$ cat src/rtl/conv_window_gen.sv
// conv_window_gen
//   Reads one image frame from a registered-output ROM in raster order and
//   emits every fully populated 3x3 neighbourhood as a window. Two line
//   buffers hold the previous two image rows. A 3x3 shift register forms the
//   window, and a valid/ready handshake carries it downstream.
//
// Ports
//   clk, rstn       clock, asynchronous active-low reset
//   start           one-cycle frame request; only sampled while idle
//   busy            frame in progress
//   done            one-cycle pulse with the handshake of the final window
//   rom_aa          ROM pixel address (raster order)
//   rom_cena        ROM read enable, active-low
//   rom_qa          ROM read data, one cycle after an enabled read
//   win_valid       window valid
//   win_ready       downstream accepts the window
//   win_data        9 taps; tap r*3+c at [(i+1)*DW-1 : i*DW], r/c = 0 top/left
//   win_row/win_col output-map coordinate of the window's top-left pixel
//
// Image dimensions are limited to 32x32 by the 5-bit coordinate ports.

`ifndef WD
`define WD 7
`endif

module conv_window_gen #(
  parameter int IMG_W = 28,
  parameter int IMG_H = 28,
  parameter int DW    = `WD+1
) (
  input  logic            clk,
  input  logic            rstn,
  input  logic            start,
  output logic            busy,
  output logic            done,
  output logic [11:0]     rom_aa,
  output logic            rom_cena,
  input  logic [DW-1:0]   rom_qa,
  output logic            win_valid,
  input  logic            win_ready,
  output logic [9*DW-1:0] win_data,
  output logic [4:0]      win_row,
  output logic [4:0]      win_col
);

  typedef enum logic [1:0] {S_IDLE, S_FETCH, S_DRAIN} state_t;

  localparam logic [11:0] LAST_AA  = 12'(IMG_W*IMG_H-1);
  localparam logic [4:0]  COL_LAST = 5'(IMG_W-1);
  localparam logic [4:0]  LAST_WR  = 5'(IMG_H-3);
  localparam logic [4:0]  LAST_WC  = 5'(IMG_W-3);

  state_t                state_q, state_d;
  logic [11:0]           aa_q, aa_d;
  logic                  pend_q, pend_d;
  logic [4:0]            col_q, col_d;
  logic [4:0]            row_q, row_d;
  logic [8:0][DW-1:0]    win_q, win_d;
  logic                  wv_q, wv_d;
  logic [4:0]            wrow_q, wrow_d;
  logic [4:0]            wcol_q, wcol_d;

  logic [DW-1:0]         lb0 [0:IMG_W-1];
  logic [DW-1:0]         lb1 [0:IMG_W-1];

  logic                  advance;
  logic                  issue;
  logic                  consume;
  logic                  handshake;
  logic                  last_win;

  // A held window freezes the whole pipeline, including ROM reads, so the
  // registered ROM output stays valid until it can be consumed.
  always_comb begin
    advance   = !wv_q || win_ready;
    issue     = (state_q == S_FETCH) && advance;
    consume   = pend_q && advance;
    handshake = wv_q && win_ready;
    last_win  = (wrow_q == LAST_WR) && (wcol_q == LAST_WC);
  end

  assign busy      = (state_q != S_IDLE);
  // All reads have been issued in DRAIN, so the last window can only appear there.
  assign done      = (state_q == S_DRAIN) && handshake && last_win;
  assign rom_cena  = !issue;
  assign rom_aa    = aa_q;
  assign win_valid = wv_q;
  assign win_data  = win_q;
  assign win_row   = wrow_q;
  assign win_col   = wcol_q;

  always_comb begin
    state_d = state_q;
    aa_d    = aa_q;
    pend_d  = pend_q;
    col_d   = col_q;
    row_d   = row_q;
    win_d   = win_q;
    wv_d    = wv_q;
    wrow_d  = wrow_q;
    wcol_d  = wcol_q;

    case (state_q)
      S_IDLE: begin
        if (start) begin
          state_d = S_FETCH;
          aa_d    = '0;
          col_d   = '0;
          row_d   = '0;
        end
      end
      S_FETCH: begin
        if (issue) begin
          if (aa_q == LAST_AA) begin
            state_d = S_DRAIN;
            aa_d    = '0;
          end else begin
            aa_d = aa_q + 12'd1;
          end
        end
      end
      S_DRAIN: begin
        if (done) state_d = S_IDLE;
      end
      default: state_d = S_IDLE;
    endcase

    // Issue and consume in the same cycle keep the pending flag set.
    if (issue)        pend_d = 1'b1;
    else if (consume) pend_d = 1'b0;

    if (handshake) wv_d = 1'b0;

    if (consume) begin
      for (int r = 0; r < 3; r++) begin
        win_d[r*3]   = win_q[r*3+1];
        win_d[r*3+1] = win_q[r*3+2];
      end
      win_d[2] = lb1[col_q];
      win_d[5] = lb0[col_q];
      win_d[8] = rom_qa;

      // Requiring col >= 2 keeps windows from straddling a row wrap.
      if (row_q >= 5'd2 && col_q >= 5'd2) begin
        wv_d   = 1'b1;
        wrow_d = row_q - 5'd2;
        wcol_d = col_q - 5'd2;
      end

      if (col_q == COL_LAST) begin
        col_d = '0;
        row_d = row_q + 5'd1;
      end else begin
        col_d = col_q + 5'd1;
      end
    end
  end

  always_ff @(posedge clk or negedge rstn) begin
    if (!rstn) begin
      state_q <= S_IDLE;
      aa_q    <= '0;
      pend_q  <= 1'b0;
      col_q   <= '0;
      row_q   <= '0;
      win_q   <= '0;
      wv_q    <= 1'b0;
      wrow_q  <= '0;
      wcol_q  <= '0;
    end else begin
      state_q <= state_d;
      aa_q    <= aa_d;
      pend_q  <= pend_d;
      col_q   <= col_d;
      row_q   <= row_d;
      win_q   <= win_d;
      wv_q    <= wv_d;
      wrow_q  <= wrow_d;
      wcol_q  <= wcol_d;
    end
  end

  // Line buffers: every entry is rewritten by rows 0 and 1 before any window
  // reads it, so stale contents from an earlier frame never reach an output.
  always_ff @(posedge clk) begin
    if (consume) begin
      lb1[col_q] <= lb0[col_q];
      lb0[col_q] <= rom_qa;
    end
  end

endmodule

$ cat config.mk
export PLATFORM = sky130hd
export DESIGN_NAME = conv_window_gen
export DESIGN_NICKNAME = d
export VERILOG_FILES = /design/src/rtl/conv_window_gen.sv
export SDC_FILE = /design/constraint.sdc
export NUM_CORES = 1
export LEC_CHECK = 0
export BUFFER_PORTS_ARGS = -buffer_cell sky130_fd_sc_hd__buf_4
export CAP_MARGIN = 20
export CORE_UTILIZATION = 35
export DETAILED_ROUTE_END_ITERATION = 10
export PLACE_DENSITY = 0.62
export SLEW_MARGIN = 25
export SYNTH_ARGS = -nofsm -noshare
export SYNTH_HDL_FRONTEND = slang
export SYNTH_SLANG_ARGS = --single-unit
$ cat constraint.sdc
create_clock -name clk -period 3.3 [get_ports clk]
set_input_delay 0.33 -clock clk [delete_from_list [all_inputs] [get_ports clk]]
set_output_delay 0.33 -clock clk [all_outputs]
set_load 0.05 [all_outputs]
==> impl_results.md, run 1 <==
- WS Path Type: register to register
- Post-Synthesis Cells: about 1.3k
- # DRC: 0
- Clk root buf: clkbuf_16
- Ys Warns: 0
- Peak VDD IR: roughly 0.45 mV
- Post-Syn Area per Cell: approximately 16 um^2
- Clock sink count: between 500 and 600
- Diode count: 0
- Worst-path fanout max: 29
- WL per Instance: between 20 and 25 um
- Synth-to-Final Area Change: 18.9%
- Most used DFF post-synth: edfxtp_1
- Max Cap Violations: 0
- DP Wirelength: 36300 um
- First-pass GRT wire length: around 82000 um
- Post-route cell area: approximately 0.026 mm^2
- Critical path arrival: 3210 ps
- Reg2reg path depth: 5
- Ys async rst share: 19.4%
- Antenna violations before repair: 0
- All-Layer GR Usage: between 10% and 20%
- DRT iter0 DRCs: ~1.2k
- Overflow left after global routing: 0
- DRT antenna net count: 0
- Final WS setup: 413 ps
- Synth Area in Compound Gates: roughly 4.4%
- Leak: approximately 9.3 nW
- Post-Route WL: between 50000 and 60000 um
- Initial Util: 35.5%
- CP Launch Type: register
- Mapped Nets: about 1.4k
- Outcome: finished, final reports clean
- CTS tree: built
- Min cycle time layout: roughly 2900 ps
- Setup TNS: 0 ps
- Layout cells sized above 1: a little under a quarter
- Placer Congestion: around 0.83
- Synth Area in Simple Gates: between 7 and 8%
- Period utilisation layout: roughly 87%
- H-tree depth: 2
- Largest family of logic cells by synthesized area: multiplexers
- Row count: 91
- Final worst clock skew: around 28 ps
- Relative slew margins: 40.3%
- Cell taking the most area after synthesis: edfxtp_1
- Slew Limit Fails: 0
- Hold Path Class: input port to register
- Synth cell types: 66
- CTS clk-pin slew, worst paths: 60 ps
- Placed Area: 0.0243 mm^2
- Vias: 12.8k
- Drt pass-1 iters: 7
- Number of global-route vias before repair: about 13k
- CTS buffer count: 56
- Post-Synth Adder-Cell Area: 0.625%
- Tightest Pin Transition: a little under 900 ps
- Die height: between 200 and 300 um
- Pwr per Cell Area: around 900 mW/mm^2
- Mux contribution to synthesized area: 11.9%
- Top cell type's share of synthesized area: ~61%
- Synth top area cells: edfxtp_1, dfrtp_1, mux4_2
- RSZ-0062 raised after global routing: no
- Clk_lat worst skew: a little over 600 ps
- Dpl ws: between 400 and 500 ps
- Cell Area, Synth: around 0.022 mm^2
- CTS max path bufs: 3
- Crit path required time: 3620 ps
- Inst Count DP: approximately 2.3k
- Nets: between 1.5k and 2k
- Xor/xnor share of the synthesized area: 0.279%
- Die area: 0.0639 mm^2
- Final core occ: a little over two fifths
- Post-synth EDFFs: ~450
- # resized after CTS: 0
- Final setup fails: 0
- Final Hold Vio Count: 0
- Non-Filler Instances: 2416
- Synth Register Bits: between 500 and 600
- Highest clock rate: between 300 and 400 MHz
- WHS Path Cells: 3
- Design Power: approximately 24 mW
- IO Pins: 110
- Largest net degree at the start of global routing: 59
- Setup crit end kind: register
- CORE AREA: 0.0619 mm^2
- Number of port buffers: ~110
- Vias/cell: 5.28
- Die W: around 250 um
- Register area share after synthesis: between 70% and 80%
- WHS: 122 ps
==> Yosys cell counts, types with 4 or more instances <==
library cell,n
nor2_1,51
a21oi_1,22
mux4_2,65
nand2_1,208
clkbuf_1,24
a31oi_1,24
nor3_1,12
o21ai_0,9
xor2_1,4
buf_6,4
buf_2,34
a22oi_1,18
mux2_2,6
edfxtp_1,448
o22ai_1,28
and3_1,4
nor2b_1,6
nand2b_1,8
nand4_1,4
inv_1,17
a211oi_1,6
mux2i_1,101
and2_1,5
dfrtp_1,108
nor4_1,10
a22o_1,4
buf_4,6
a211oi_2,4
or4_1,4
mux2_1,6
o31ai_1,4
nand3_1,32
ha_1,11
==> flip-flops by register name, summed over array words and instances (netlist names) <==
name / cells
lb0: 224
lb1: 224
win_data: 72
rom_aa: 12
col_q: 5
row_q: 5
win_col: 5
win_row: 5
state_q: 2
pend_q: 1
win_valid: 1
==> metal layers <==
metal | wire length, um | up-vias | track usage (%)
li1 | - | 5556 | -
met1 | 23900 | 6550 | 24.1
met2 | 26200 | 546 | 27.6
met3 | 4680 | 104 | 4.00
met4 | 1760 | 0 | 6.30
met5 | 0 | - | 0
==> layout by cell type, fill, tap and decap left out, types with 7 or more instances in the layout <==
cell type and n:
a21oi_1 22, a22oi_1 18, a31oi_1 24, buf_4 192
clkbuf_1 16, clkbuf_16 59, clkinv_1 9, clkinv_2 7
dfrtp_1 106, edfxtp_1 448, ha_1 11, inv_1 17
mux2i_1 101, mux4_2 65, nand2_1 207, nand2b_1 8
nand3_1 32, nor2_1 44, nor2_2 7, nor3_1 8
nor4_1 10, o21ai_0 9, o22ai_1 28
==> path summary, 6_finish.rpt <==
| check | to | slack, ps | startpoint |
|---|---|---|---|
| max | lb1[6][2]$_DFFE_PP_ | 410 | col_q[0]$_DFFE_PN0P_ |
| min | win_data[64]$_DFFE_PN0P_ | 120 | rom_qa[0] |
| min in group asynchronous | rom_aa[9]$_DFFE_PN0P_ | 330 | rstn |
| max in group asynchronous | win_data[48]$_DFFE_PN0P_ | 2170 | rstn |
| min reg2reg | win_data[4]$_DFFE_PN0P_ | 470 | win_data[4]$_DFFE_PN0P_ |
| max reg2reg | lb1[6][2]$_DFFE_PP_ | 410 | col_q[0]$_DFFE_PN0P_ |
==> layout make-up <==
| cell class | count | area, um^2 |
|---|---|---|
| Clock buffer | 77 | 1560 |
| Clock inverter | 28 | 317 |
| Fill cell | 5552 | 35800 |
| Inverter | 17 | 63.8 |
| Multi-Input combinational cell | 704 | 5480 |
| Sequential cell | 556 | 16200 |
| Tap cell | 837 | 1050 |
| Timing Repair Buffer | 197 | 1520 |
==> repair_timing <==
item	CTS	global route
endpoints found under the hold margin	51	0
setup buffers	0	0
hold buffers	2	0
endpoints found under the setup margin	0	0
==> cells by family (layout without fill, tap and decap cells) <==
family,count (synthesis),in the layout
adders and majority gates,11,11
xor gates and xnor gates,7,7
DFF,556,556
buffers and inverters,87,319
AOI/OAI and AO/OA,140,140
and+or+nand+nor,368,368
muxes,178,178
==> worst max-delay path, cell delays in order, from the launching register on <==
cell and delay (ps):
dfrtp_4 730, or4b_1 640, o22ai_1 190, a211oi_2 550
nand3_1 170, buf_4 270
==> where the power goes <==
part | switching, mW | internal, mW
combinational | 5.06 | 2.45
clock | 2.65 | 3.80
sequential | 0.660 | 8.98
total | 8.37 | 15.2
Note: power is estimated with default switching activity, not from simulation.
==> run 2, diff against run 1 <==
--- a/config.mk
+++ b/config.mk
@@ -10,6 +10,7 @@
 export CORE_UTILIZATION = 35
 export DETAILED_ROUTE_END_ITERATION = 10
 export PLACE_DENSITY = 0.62
+export RECOVER_POWER = 50
 export SLEW_MARGIN = 25
 export SYNTH_ARGS = -nofsm -noshare
 export SYNTH_HDL_FRONTEND = slang
==> impl_results.md, run 2 (synthesized netlist as in run 1, its figures left out) <==
- Outcome: finished, violations left (was finished, final reports clean)
- Failing checks: capacitance limit, slew limit
- Largest net degree at the start of global routing: 59 (unchanged)
- Hold buffer count at CTS: 2 (unchanged)
- Relative slew margins: -31.2% (was 40.3%)
- Post-Route WL: 56700 um (was 56500 um)
- Max incr delay on CP: 1140 ps (was 730 ps)
- Most used cell, CP: nand2_1
- DP Wirelength: 36300 um (unchanged)
- # fillers: 5690 (was 5552)
- Worst-path fanout max: 37 (was 29)
- Post-route cell area: 0.0257 mm^2 (was 0.0262 mm^2)
- WL per Instance: 23.5 um (was 23.4 um)
- Critical path arrival: 3540 ps (was 3210 ps)
- Die W: 253 um (unchanged)
- # resized after CTS: 0 (unchanged)
- Final Hold Vio Count: 0 (unchanged)
- Nets: 1555 (unchanged)
- Min cycle time layout: 2990 ps (was 2890 ps)
- Cell family with most CP delay: buffers and inverters (was simple AND/OR/NAND/NOR gates)
- Overflow left after global routing: 0 (unchanged)
- Placer Congestion: 0.831 (unchanged)
- All-Layer GR Usage: 17.7% (unchanged)
- Worst-path cell chain: or2b_1, nand2_2, clkbuf_1, buf_4, nand2_1, nand2_1 (was or4b_1, o22ai_1, a211oi_2, nand3_1, buf_4)
- Slowest CP cell: clkbuf_1 (was dfrtp_4)
- Number of global-route vias before repair: 12.5k (unchanged)
- Design Power: 23.2 mW (was 23.6 mW)
- Most common cell after layout, fill and taps aside: edfxtp_1 (unchanged)
- Number of port buffers: 109 (unchanged)
- Final setup fails: 0 (unchanged)
- Clk_lat worst skew: 620 ps (about the same)
- Layout cells sized above 1: 16.1% (was 23.6%)
- First-pass GRT wire length: 82200 um (unchanged)
- Worst Path Buf+Inv: 2 (was 1)
- CTS tree: built (unchanged)
- Slew Limit Fails: 169 (was 0)
- Setup TNS: 0 ps (unchanged)
- CORE AREA: 0.0619 mm^2 (unchanged)
- Period utilisation layout: 90.6% (was 87.5%)
- Final worst clock skew: 29.1 ps (was 27.8 ps)
- Leak: 8.86 nW (was 9.30 nW)
- # DRC: 0 (unchanged)
- DRT antenna net count: 0 (unchanged)
- Antenna violations before repair: 0 (unchanged)
- Commonest cells after routing, fill and taps aside: edfxtp_1, nand2_1, clkbuf_1, dfrtp_1, mux2i_1 (was edfxtp_1, nand2_1, buf_4, dfrtp_1, mux2i_1)
- Pwr per Cell Area: 903 mW/mm^2 (was 902 mW/mm^2)
- Diode count: 0 (unchanged)
- CTS clk-pin slew, worst paths: 60 ps (about the same)
- Die height: 253 um (unchanged)
- IO Pins: 110 (unchanged)
- Vias: 12.7k (was 12.8k)
- Vias/cell: 5.27 (was 5.28)
- Die area: 0.0639 mm^2 (unchanged)
- CTS buffer count: 56 (unchanged)
- Max Cap Violations: 6 (was 0)
- Synth-to-Final Area Change: 16.8% (was 18.9%)
- # Post-CTS Setup Buffers: 0 (unchanged)
- Initial Util: 35.5% (unchanged)
- Clk root buf: clkbuf_16 (unchanged)
- Crit path required time: 3850 ps (was 3620 ps)
- Highest clock rate: 334 MHz (was 346 MHz)
- Clock sink count: 556 (unchanged)
- CP Launch Type: register (unchanged)
- CTS max path bufs: 3 (unchanged)
- WS Path Type: register to register (unchanged)
- Row count: 91 (unchanged)
- Drt pass-1 iters: 5 (was 7)
- Setup crit end kind: register (unchanged)
- DRT iter0 DRCs: 1243 (was 1200)
- Placed Area: 0.0243 mm^2 (unchanged)
- RSZ-0062 raised after global routing: no (unchanged)
- Peak VDD IR: 0.453 mV (was 0.451 mV)
- Hold Path Class: input port to register (unchanged)
- H-tree depth: 2 (unchanged)
- Tightest Pin Transition: 1970 ps (was 891 ps)
run 2: cell types whose count changed in the layout (fill, tap and decap cells not counted), sizes merged:
cell,before,now
buf,195,77
clkbuf,77,195
run 2: metal layers:
layer,up-vias,GRT usage [%],part of all wire (%)
li1,5564,-,-
met1,6538,24.1,42
met2,531,27.6,46
met3,106,4.00,8.3
met4,0,6.30,3.1
met5,-,0,0
run 2: path summary, 6_finish.rpt:
path                                         start                 endpoint  slack, ps  depth (start not counted)
min reg2reg                win_data[4]$_DFFE_PN0P_  win_data[4]$_DFFE_PN0P_        470                          2
min                                      win_ready   state_q[1]$_DFFE_PN0P_        250                          4
max                            win_valid$_DFF_PN0_  win_data[2]$_DFFE_PN0P_        310                          6
max reg2reg                    win_valid$_DFF_PN0_  win_data[2]$_DFFE_PN0P_        310                          6
max in group asynchronous                     rstn     col_q[1]$_DFFE_PN0P_       1560                          2
min in group asynchronous                     rstn    rom_aa[9]$_DFFE_PN0P_        630                          2
run 2: tightest hold or removal path, cell delays in order:
cell and delay (ps):
buf_4 130, nand4b_1 90, nor4_1 70, o22ai_1 190
run 2: through the flow:
step	hold WS, ps	std cells	setup WS, ps	utilization (%)
3_5_place_dp	450	2309	490	39.2
3_3_place_gp	441	2309	608	39.2
6_report	248	2416	309	41.5
4_1_cts	89.3	2416	449	42.2
2_1_floorplan	34.4	1347	216	-
5_1_grt	278	2416	159	41.5
run 2: final cells by class:
cell class              count  area [um^2]  share of cell area (%)
clock inverters            28          317                    1.23
multi-input cells         704         5470                    21.3
well taps                 837         1050                    4.07
repair buffers            197         1080                    4.21
clock buffers              77         1560                    6.08
inverters                  17         63.8                   0.248
flip-flops and latches    556        16200                    62.9
run 2: power by group:
part           switching [mW]  internal (mW)
combinational            5.06           2.05
sequential              0.653           8.98
clock                    2.65           3.79
total                    8.36           14.8
==> run 3, diff against run 2 <==
--- a/config.mk
+++ b/config.mk
@@ -7,7 +7,9 @@
 export LEC_CHECK = 0
 export BUFFER_PORTS_ARGS = -buffer_cell sky130_fd_sc_hd__buf_4
 export CAP_MARGIN = 20
+export CORE_MARGIN = 3
 export CORE_UTILIZATION = 35
+export CTS_BUF_LIST = sky130_fd_sc_hd__clkbuf_8
 export DETAILED_ROUTE_END_ITERATION = 10
 export PLACE_DENSITY = 0.62
 export RECOVER_POWER = 50
==> impl_results.md, run 3 (synthesized netlist as in run 1, its figures left out) <==
- Setup TNS: 0 ps (unchanged)
- All-Layer GR Usage: 17.5% (was 17.7%)
- CTS clk-pin slew, worst paths: 60 ps (about the same)
- Relative slew margins: -34.8% (was -31.2%)
- Antenna violations before repair: 2 (was 0)
- Vias/cell: 5.24 (was 5.27)
- Hold Path Class: input port to register (unchanged)
- Pwr per Cell Area: 870 mW/mm^2 (was 903 mW/mm^2)
- Number of global-route vias before repair: 13.0k (was 12.5k)
- Nets: 1582 (was 1555)
- RSZ-0062 raised after global routing: no (unchanged)
- WL per Instance: 23.5 um (about the same)
- # fillers: 5723 (was 5690)
- Setup crit end kind: register (unchanged)
- Worst Min Path Start: win_ready (unchanged)
- DRT antenna net count: 0 (unchanged)
- Number of port buffers: 109 (unchanged)
- Die area: 0.0659 mm^2 (was 0.0639 mm^2)
- Post-Route WL: 58100 um (was 56700 um)
- DRT iter0 DRCs: 1493 (was 1243)
- Clock sink count: 556 (unchanged)
- Crit Reg-Reg Startpoint: col_q[3]$_DFFE_PN0P_ (was win_valid$_DFF_PN0_)
- Crit path from: col_q[3]$_DFFE_PN0P_ (was win_valid$_DFF_PN0_)
- Min cycle time layout: 3170 ps (was 2990 ps)
- Failing checks: capacitance limit, slew limit (unchanged)
- Peak VDD IR: 0.387 mV (was 0.453 mV)
- Die height: 257 um (was 253 um)
- Layout cells sized above 1: 17.1% (was 16.1%)
- CTS tree: built (unchanged)
- Leak: 8.88 nW (was 8.86 nW)
- Outcome: finished, violations left (unchanged)
- CP Launch Type: register (unchanged)
- Placer Congestion: 0.843 (was 0.831)
- CORE AREA: 0.0619 mm^2 (unchanged)
- Commonest cells after routing, fill and taps aside: edfxtp_1, nand2_1, clkbuf_1, dfrtp_1, mux2i_1 (unchanged)
- Synth-to-Final Area Change: 15.5% (was 16.8%)
- DP Wirelength: 36300 um (about the same)
- Initial Util: 35.5% (unchanged)
- Final setup fails: 0 (unchanged)
- Crit path capture: lb0[8][7]$_DFFE_PP_ (was win_data[2]$_DFFE_PN0P_)
- # DRC: 0 (unchanged)
- Vias: 12.9k (was 12.7k)
- Reg2reg path depth: 6 (unchanged)
- Reg2Reg Setup Slack: 130 ps (was 310 ps)
- First-pass GRT wire length: 86000 um (was 82200 um)
- Tightest Pin Transition: 2020 ps (was 1970 ps)
- Worst-path fanout max: 20 (was 37)
- Max Cap Violations: 7 (was 6)
- Drt pass-1 iters: 5 (unchanged)
- CTS buffer count: 87 (was 56)
- Crit path required time: 3660 ps (was 3850 ps)
- Clk root buf: clkbuf_8 (was clkbuf_16)
- Die W: 257 um (was 253 um)
- Final worst clock skew: 32.8 ps (was 29.1 ps)
- H-tree depth: 3 (was 2)
- Dpl ws: 56.7 ps (was 490 ps)
- Final WS setup: 133 ps (was 309 ps)
- Final Hold Vio Count: 0 (unchanged)
- WS Path Type: register to register (unchanged)
- Critical path arrival: 3520 ps (was 3540 ps)
- Most common cell after layout, fill and taps aside: edfxtp_1 (unchanged)
- Period utilisation layout: 96.0% (was 90.6%)
- Slew Limit Fails: 217 (was 169)
- Overflow left after global routing: 0 (unchanged)
- Crit Reg-Reg Endpoint: lb0[8][7]$_DFFE_PP_ (was win_data[2]$_DFFE_PN0P_)
- Largest net degree at the start of global routing: 67 (was 59)
- Row count: 91 (unchanged)
- # resized after CTS: 0 (unchanged)
- Clk_lat worst skew: 680 ps (was 620 ps)
- Highest clock rate: 316 MHz (was 334 MHz)
- IO Pins: 110 (unchanged)
- CTS max path bufs: 3 (unchanged)
==> run 3: cell type report <==
class / instances / area [um^2] / area share [%]
Sequential cell: 556 / 16200 / 63.6
Multi-Input combinational cell: 704 / 5460 / 21.5
Clock buffer: 91 / 1250 / 4.93
Timing Repair Buffer: 193 / 1080 / 4.25
Tap cell: 837 / 1050 / 4.12
Clock inverter: 69 / 360 / 1.42
Inverter: 17 / 63.8 / 0.251
Antenna cell: 2 / 5.00 / 0.0197
==> run 3: timing repair <==
item                                    CTS  global route
buffers inserted                          0             1
endpoints found under the setup margin    0            88
hold buffers                              2             0
hold endpoints to repair                 36             0
==> run 3: worst max-delay path, stage by stage (launching register included) <==
cell and delay, ps:
dfrtp_1 390, clkbuf_1 800, nand2b_1 340, clkbuf_1 300, nor3_1 320, and2_0 480, buf_12 220
==> run 3: through the flow <==
step           hold slack [ps]  power (mW)  area (um^2)  utilization (%)  std cells
6_report                   164        22.1        25400             41.0       2469
5_1_grt                    149        23.2        25400             41.0       2467
4_1_cts                   35.3        22.6        25900             41.8       2466
3_5_place_dp               337        17.2        24200             39.1       2304
3_3_place_gp               324        17.1        24200             39.1       2304
2_1_floorplan             34.4        14.5        22000                -       1347
==> run 3: worst min path at each step <==
stage | cells after the start | to | slack, ps
finish | 4 | state_q[1]$_DFFE_PN0P_ | 160
global route | 4 | state_q[1]$_DFFE_PN0P_ | 150
CTS | 3 | win_data[64]$_DFFE_PN0P_ | 40
detailed placement | 1 | rom_aa[11]$_DFFE_PN0P_ | 340
global placement | 1 | rom_aa[11]$_DFFE_PN0P_ | 320
floorplan | 0 | col_q[0]$_DFFE_PN0P_ | 30
==> run 3: per-layer routing <==
metal	GRT usage, %	wire [um]	up-vias
li1	-	-	5619
met4	4.83	1380	0
met3	5.01	5540	94
met5	0	0	-
met1	24.1	24500	6620
met2	27.1	26600	610
==> run 3: report_power, final <==
part | internal (mW) | switching, mW | leakage, nW
Sequential | 8.98 | 0.602 | 5.39
Clock | 2.73 | 2.67 | 0.947
Combinational | 2.02 | 5.11 | 2.54
Total | 13.7 | 8.38 | 8.88
